$ cat src/rtl/load_attr_fifo_scheduler.sv
// Shares one load-attribute FIFO between NUM_REQ requesters, tags entries with the requester ID and returns the oldest entry on load data return.
// Latency: grant, push and pop are combinational; a pushed entry is visible at the FIFO output no earlier than the next cycle.
// Backpressure: grants stop while the FIFO is full (unless it pops in the same cycle) or a fence drain is requested.
// Optional macro LOAD_ATTR_SCHED_FIXED_PRIORITY_EN: fixed lowest-index-wins priority instead of round-robin.
module load_attr_fifo_scheduler #(
  parameter int NUM_REQ    = 2,
  parameter int ATTR_W     = 8,
  parameter int FIFO_DEPTH = 4,
  localparam int ID_W      = (NUM_REQ > 1) ? $clog2(NUM_REQ) : 1,
  localparam int OCC_W     = $clog2(FIFO_DEPTH) + 1
) (
  input  logic                     clk,
  input  logic                     rst,
  input  logic [NUM_REQ-1:0]       req_valid_i,
  input  logic [NUM_REQ*ATTR_W-1:0] req_attr_i,
  output logic [NUM_REQ-1:0]       req_grant_o,
  input  logic                     rsp_valid_i,
  output logic                     rsp_attr_valid_o,
  output logic [ATTR_W-1:0]        rsp_attr_o,
  output logic [ID_W-1:0]          rsp_id_o,
  input  logic                     drain_req_i,
  output logic                     drained_o,
  output logic [OCC_W-1:0]         occupancy_o,
  output logic                     err_underflow_o,
  output logic                     fifo_potential_push_o,
  output logic                     fifo_push_o,
  output logic                     fifo_pop_o,
  output logic [ID_W+ATTR_W-1:0]   fifo_data_in_o,
  input  logic [ID_W+ATTR_W-1:0]   fifo_data_out_i,
  input  logic                     fifo_valid_i,
  input  logic                     fifo_full_i
);

  typedef enum logic [1:0] {
    ST_RUN,
    ST_DRAIN,
    ST_DRAINED
  } state_e;

  localparam logic [ID_W:0]   NUM_REQ_X = (ID_W+1)'(NUM_REQ);
  localparam logic [ID_W-1:0] LAST_ID   = ID_W'(NUM_REQ - 1);
  localparam logic [OCC_W-1:0] OCC_ONE  = OCC_W'(1);

  state_e           state_q, state_d;
  logic [OCC_W-1:0] occ_q, occ_d;
  logic             err_q, err_d;

  logic [ID_W-1:0]  start_idx;
  logic [ID_W-1:0]  winner;
  logic             any_req;
  logic             pop_w;
  logic             push_w;
  logic             can_accept;

`ifdef LOAD_ATTR_SCHED_FIXED_PRIORITY_EN
  // Fixed priority: the search always starts at requester 0.
  assign start_idx = '0;
`else
  logic [ID_W-1:0] rr_ptr_q, rr_ptr_d;

  assign start_idx = rr_ptr_q;

  // Round-robin pointer moves to the requester after the one just granted.
  always_comb begin
    rr_ptr_d = rr_ptr_q;
    if (push_w) begin
      rr_ptr_d = (winner == LAST_ID) ? '0 : winner + ID_W'(1);
    end
  end

  // Round-robin pointer register.
  always_ff @(posedge clk) begin
    if (rst) begin
      rr_ptr_q <= '0;
    end else begin
      rr_ptr_q <= rr_ptr_d;
    end
  end
`endif

  // Pop only when there is something to pop; the oldest entry is passed straight back.
  assign pop_w            = rsp_valid_i & fifo_valid_i;
  assign fifo_pop_o       = pop_w;
  assign rsp_attr_valid_o = fifo_valid_i;
  assign rsp_id_o         = fifo_data_out_i[ID_W+ATTR_W-1:ATTR_W];
  assign rsp_attr_o       = fifo_data_out_i[ATTR_W-1:0];

  // A full FIFO may still take a push in the same cycle it pops.
  assign can_accept = (state_q == ST_RUN) & ~drain_req_i & (~fifo_full_i | pop_w);

  // Search for the first requesting index starting at start_idx, wrapping modulo NUM_REQ.
  always_comb begin
    logic [ID_W:0] idx;
    winner  = '0;
    any_req = 1'b0;
    idx     = '0;
    for (int k = 0; k < NUM_REQ; k++) begin
      idx = {1'b0, start_idx} + (ID_W+1)'(k);
      if (idx >= NUM_REQ_X) begin
        idx = idx - NUM_REQ_X;
      end
      if (!any_req && req_valid_i[idx[ID_W-1:0]]) begin
        any_req = 1'b1;
        winner  = idx[ID_W-1:0];
      end
    end
  end

  // One-hot grant and the matching FIFO write.
  always_comb begin
    req_grant_o = '0;
    push_w      = 1'b0;
    if (can_accept && any_req) begin
      req_grant_o[winner] = 1'b1;
      push_w              = 1'b1;
    end
  end

  assign fifo_potential_push_o = push_w;
  assign fifo_push_o           = push_w;
  assign fifo_data_in_o        = {winner, req_attr_i[int'(winner)*ATTR_W +: ATTR_W]};

  // Occupancy tracking and sticky underflow flag.
  always_comb begin
    occ_d = occ_q + {{(OCC_W-1){1'b0}}, push_w} - {{(OCC_W-1){1'b0}}, pop_w};
    err_d = err_q | (rsp_valid_i & ~fifo_valid_i);
  end

  // Drain FSM next state: a pop of the last entry lets DRAIN finish one cycle early.
  always_comb begin
    state_d = state_q;
    unique case (state_q)
      ST_RUN: begin
        if (drain_req_i) state_d = ST_DRAIN;
      end
      ST_DRAIN: begin
        if (!drain_req_i) begin
          state_d = ST_RUN;
        end else if ((occ_q == '0) || ((occ_q == OCC_ONE) && pop_w)) begin
          state_d = ST_DRAINED;
        end
      end
      ST_DRAINED: begin
        if (!drain_req_i) state_d = ST_RUN;
      end
      default: state_d = ST_RUN;
    endcase
  end

  // State, occupancy and error registers.
  always_ff @(posedge clk) begin
    if (rst) begin
      state_q <= ST_RUN;
      occ_q   <= '0;
      err_q   <= 1'b0;
    end else begin
      state_q <= state_d;
      occ_q   <= occ_d;
      err_q   <= err_d;
    end
  end

  assign drained_o       = (state_q == ST_DRAINED);
  assign occupancy_o     = occ_q;
  assign err_underflow_o = err_q;

`ifndef SYNTHESIS
  // Simulation-only sanity checks on grant shape and occupancy tracking.
  always @(posedge clk) begin
    if (!rst) begin
      assert ($onehot0(req_grant_o));
      assert (occ_q <= OCC_W'(FIFO_DEPTH));
      assert (fifo_valid_i == (occ_q != '0));
    end
  end
`endif

endmodule

$ cat config.mk
export PLATFORM = sky130hd
export DESIGN_NAME = load_attr_fifo_scheduler
export DESIGN_NICKNAME = d
export VERILOG_FILES = /design/src/rtl/load_attr_fifo_scheduler.sv
export SDC_FILE = /design/constraint.sdc
export NUM_CORES = 1
export LEC_CHECK = 0
export CAP_MARGIN = 30
export CORE_UTILIZATION = 28
export CTS_CLUSTER_DIAMETER = 200
export DETAILED_ROUTE_END_ITERATION = 8
export PLACE_DENSITY_LB_ADDON = 0.08
export SLEW_MARGIN = 20
export SYNTH_ARGS = -nofsm -noshare
export SYNTH_HDL_FRONTEND = slang
export SYNTH_SLANG_ARGS = --single-unit
$ cat constraint.sdc
create_clock -name clk -period 2.7 [get_ports clk]
set_input_delay 0.54 -clock clk [delete_from_list [all_inputs] [get_ports clk]]
set_output_delay 0.54 -clock clk [all_outputs]
set_load 0.005 [all_outputs]
==> run_results.csv <==
group,metric,value,unit
worst_setup_path,end_kind,"primary output",
finish,fin_area,1030,um2
floorplanning,num_rows,16,
worst_setup_path,max_stage_delay,0.45,ns
synth,synth_nets,100,
synth,yosys.area.top_type,"dfxtp_1",
synth,synth_top_area_share,0.239,
global_route,grt_max_degree,12,
worst_setup_path,worstPathRequired,2.16,ns
global_route,antenna_found_initial,0,
global_route,grt_usage,0.132,
worst_setup_path,cp_top_family,"buffers and inverters",
worst_setup_path,cpMaxStageDelayCell,"clkdlybuf4s50_1",
global_route,grt_pass1_wl,2060,um
route,first_pass_iters,2,
global_route,grt_overflow,0,
synth,synth.avg_cell_area,9.17,um2
finish,drive_gt1_frac,0.173,
synth,ys_ff_latch,7,
worst_setup_path,worst-path-max-fanout,11,
sta,drv_slew,0,
sta,clock_skew,0.00101,ns
clock_tree,cts.sinks,7,
floorplanning,core,1960,um2
placement,io_buffer_count,43,
placement,place_area,987,um2
finish,diodes,0,
sta,max_slew_margin,0.758,
synth,ys_types,25,
route,avgViaCountPerCell,4.27,
synth,yosys-top-cells-area,"dfxtp_1, buf_4, mux2_1",
worst_setup_path,crit_top_cell,"clkdlybuf4s50_1",
clock_tree,cts_hold_buf,0,
worst_setup_path,crit_buf_inv,2,
flow_run,drv_cap,0,
route,dr.max_layer_used,"met4",
power_and_ir_drop,p_leak,0.456,nW
worst_setup_path,r2r-start,"state_q[0]",
sta,max_freq,0.381,GHz
synth,syn_inst,64,
synth,syn_area,587,um2
worst_setup_path,crit_end,"fifo_data_in_o[7]",
route,wl_per_cell,11.3,um
worst_setup_path,r2r-end,"occupancy_o[1]",
power_and_ir_drop,vdd.ir_drop.worst,301,uV
power_and_ir_drop,powerDensity,406,nW/um2
worst_setup_path,cp.arrival,2.09,ns
worst_setup_path,critPathLaunchType,"primary input",
route,wl_met2,690,um
route,vias,560,
clock_tree,clk_latency,0.26,ns
route,route.met3.wl,142,um
sta,period_minus_slack,2.63,ns
clock_tree,cts_tree,"done",
finish,fill_cells,201,
sta,tightest_slew,0.362,ns
run_status,outcome,"complete, no violations",
synth,seq_area_frac_synth,0.239,
worst_setup_path,startpoint,"req_valid_i[0]",
worst_setup_path,worst-path-stages,5,
clock_tree,h-tree-depth,1,
finish,syn_to_final_growth,76.3,%
floorplanning,die_area,2280,um2
worst_setup_path,worstPathCellList,"clkdlybuf4s50_1 -> nand2b_1 -> and2_4 -> mux2_2 -> clkdlybuf4s50_1",
route,drt-met1-wl,620,um
sta,hold_viol,0,
worst_setup_path,reg2regPathDepth,7,
floorplanning,start_util,0.299,
floorplanning,dieHeight,47.8,um
placement,gp_congestion,0.675,
clock_tree,clk_path_buf_depth,2,
sta,rsz0062_at_grt,"false",
floorplanning,fp.dieW,47.8,um
worst_setup_path,critical_path_class,"in2out",
finish,nNetsFinal,141,
route,wl,1480,um
floorplanning,ios,62,
worst_setup_path,r2r_slack,0.46,ns
clock_tree,cts_buffers,3,
sta,finalSetupViolCount,0,
route,ant_nets,0,
global_route,grt_pass1_vias,468,
clock_tree,cts.clk_slew.worst_paths,0.06,ns
synth,yosysWarningCount,0,
clock_tree,root_buffer,"clkbuf_4",
placement,hpwl,1180,um
route,drt-initial-drc-count,2,
min_path,hp-class,"reg2reg",
sta,fin_crit_sh,0.973,
route,drc,0,
sta,whs,0.475,ns
## synth_stat cells (all sizes together)
cell type   n
buf        13
mux2        8
dfxtp       7
nor2b       7
inv         6
nor2        4
ha          2
xnor2       2
a2111oi     1
a21boi      1
a21oi       1
a22o        1
and2        1
and2b       1
fa          1
nand2       1
nand2b      1
nor3        1
o21ai       1
o31ai       1
or2         1
or4         1
or4b        1
## final cells by class
class                           instances  area, um2  area share
Timing Repair Buffer                   49        478       0.462
Multi-Input combinational cell         38        334       0.323
Sequential cell                         7        140       0.135
Tap cell                               27       33.8      0.0326
Clock buffer                            4       26.3      0.0254
Inverter                                6       22.5      0.0218
## tightest hold or removal path, cell delays in order, from the launching register on
cell     delay [ns]
dfxtp_1        0.33
a21oi_1        0.04
nor2_1         0.07
## worst min path at each step
stage / from / end / slack, ns / cells after the start
detailed placement: err_underflow_o / err_underflow_o / 0.46 / 2
CTS: err_underflow_o / err_underflow_o / 0.48 / 2
global placement: err_underflow_o / err_underflow_o / 0.46 / 2
floorplan: err_underflow_o / err_underflow_o / 0.46 / 2
finish: err_underflow_o / err_underflow_o / 0.48 / 2
global route: err_underflow_o / err_underflow_o / 0.54 / 2
## sequential cells by signal (all words and copies together) (netlist names)
register         cells
err_underflow_o      1
occupancy_o          3
rr_ptr_q             1
state_q              2
## layer usage
| layer | up-vias | global-route usage |
|---|---|---|
| met3 | 4 | 0.0226 |
| met4 | 0 | 0.0889 |
| li1 | 278 | - |
| met1 | 250 | 0.167 |
| met5 | - | 0 |
| met2 | 28 | 0.203 |
## timing repair
action                                  CTS  global route
pin swaps                                 0             4
buffers inserted                          0             1
resized for setup                         7             5
endpoints found under the setup margin   13             3
## power breakdown
part / total [mW] / internal [mW] / switching (mW)
sequential: 0.138 / 0.120 / 0.0177
combinational: 0.182 / 0.125 / 0.0570
clock: 0.101 / 0.0567 / 0.0438
total: 0.420 / 0.302 / 0.119
## cells by family (layout without fill, tap and decap cells)
family / Yosys count / count (layout) / share of synthesized area
adder cells (fa/ha/maj): 3 / 3 / 0.0768
multiplexers: 8 / 8 / 0.154
AO/OA/AOI/OAI: 6 / 6 / 0.0917
flip-flops: 7 / 7 / 0.239
AND/OR/NAND/NOR: 19 / 19 / 0.198
XOR/XNOR: 2 / 2 / 0.0299
buffers and inverters: 19 / 59 / 0.211
## placed cells by master, fill, tap and decap left out, types with 2 or more instances in the layout
cell type	count
clkdlybuf4s50_1	36
mux2_1	7
nor2b_1	7
dfxtp_1	7
inv_1	6
buf_4	6
nor2_1	4
dlygate4sd2_1	4
clkbuf_4	3
dlymetal6s2s_1	3
xnor2_1	2
## per-stage QoR
step	cells	worst slack (ns)	setup TNS (ns)	utilization	total power, mW
2_1_floorplan	64	0.211	0	-	0.227
3_3_place_gp	126	-0.242	-2.27	0.503	0.322
3_5_place_dp	126	-0.282	-2.37	0.503	0.323
4_1_cts	130	0.0157	0	0.517	0.425
5_1_grt	131	0.00499	0	0.527	0.453
6_report	131	0.0722	0	0.527	0.420
No activity file was read; power rests on OpenSTA's default activity.
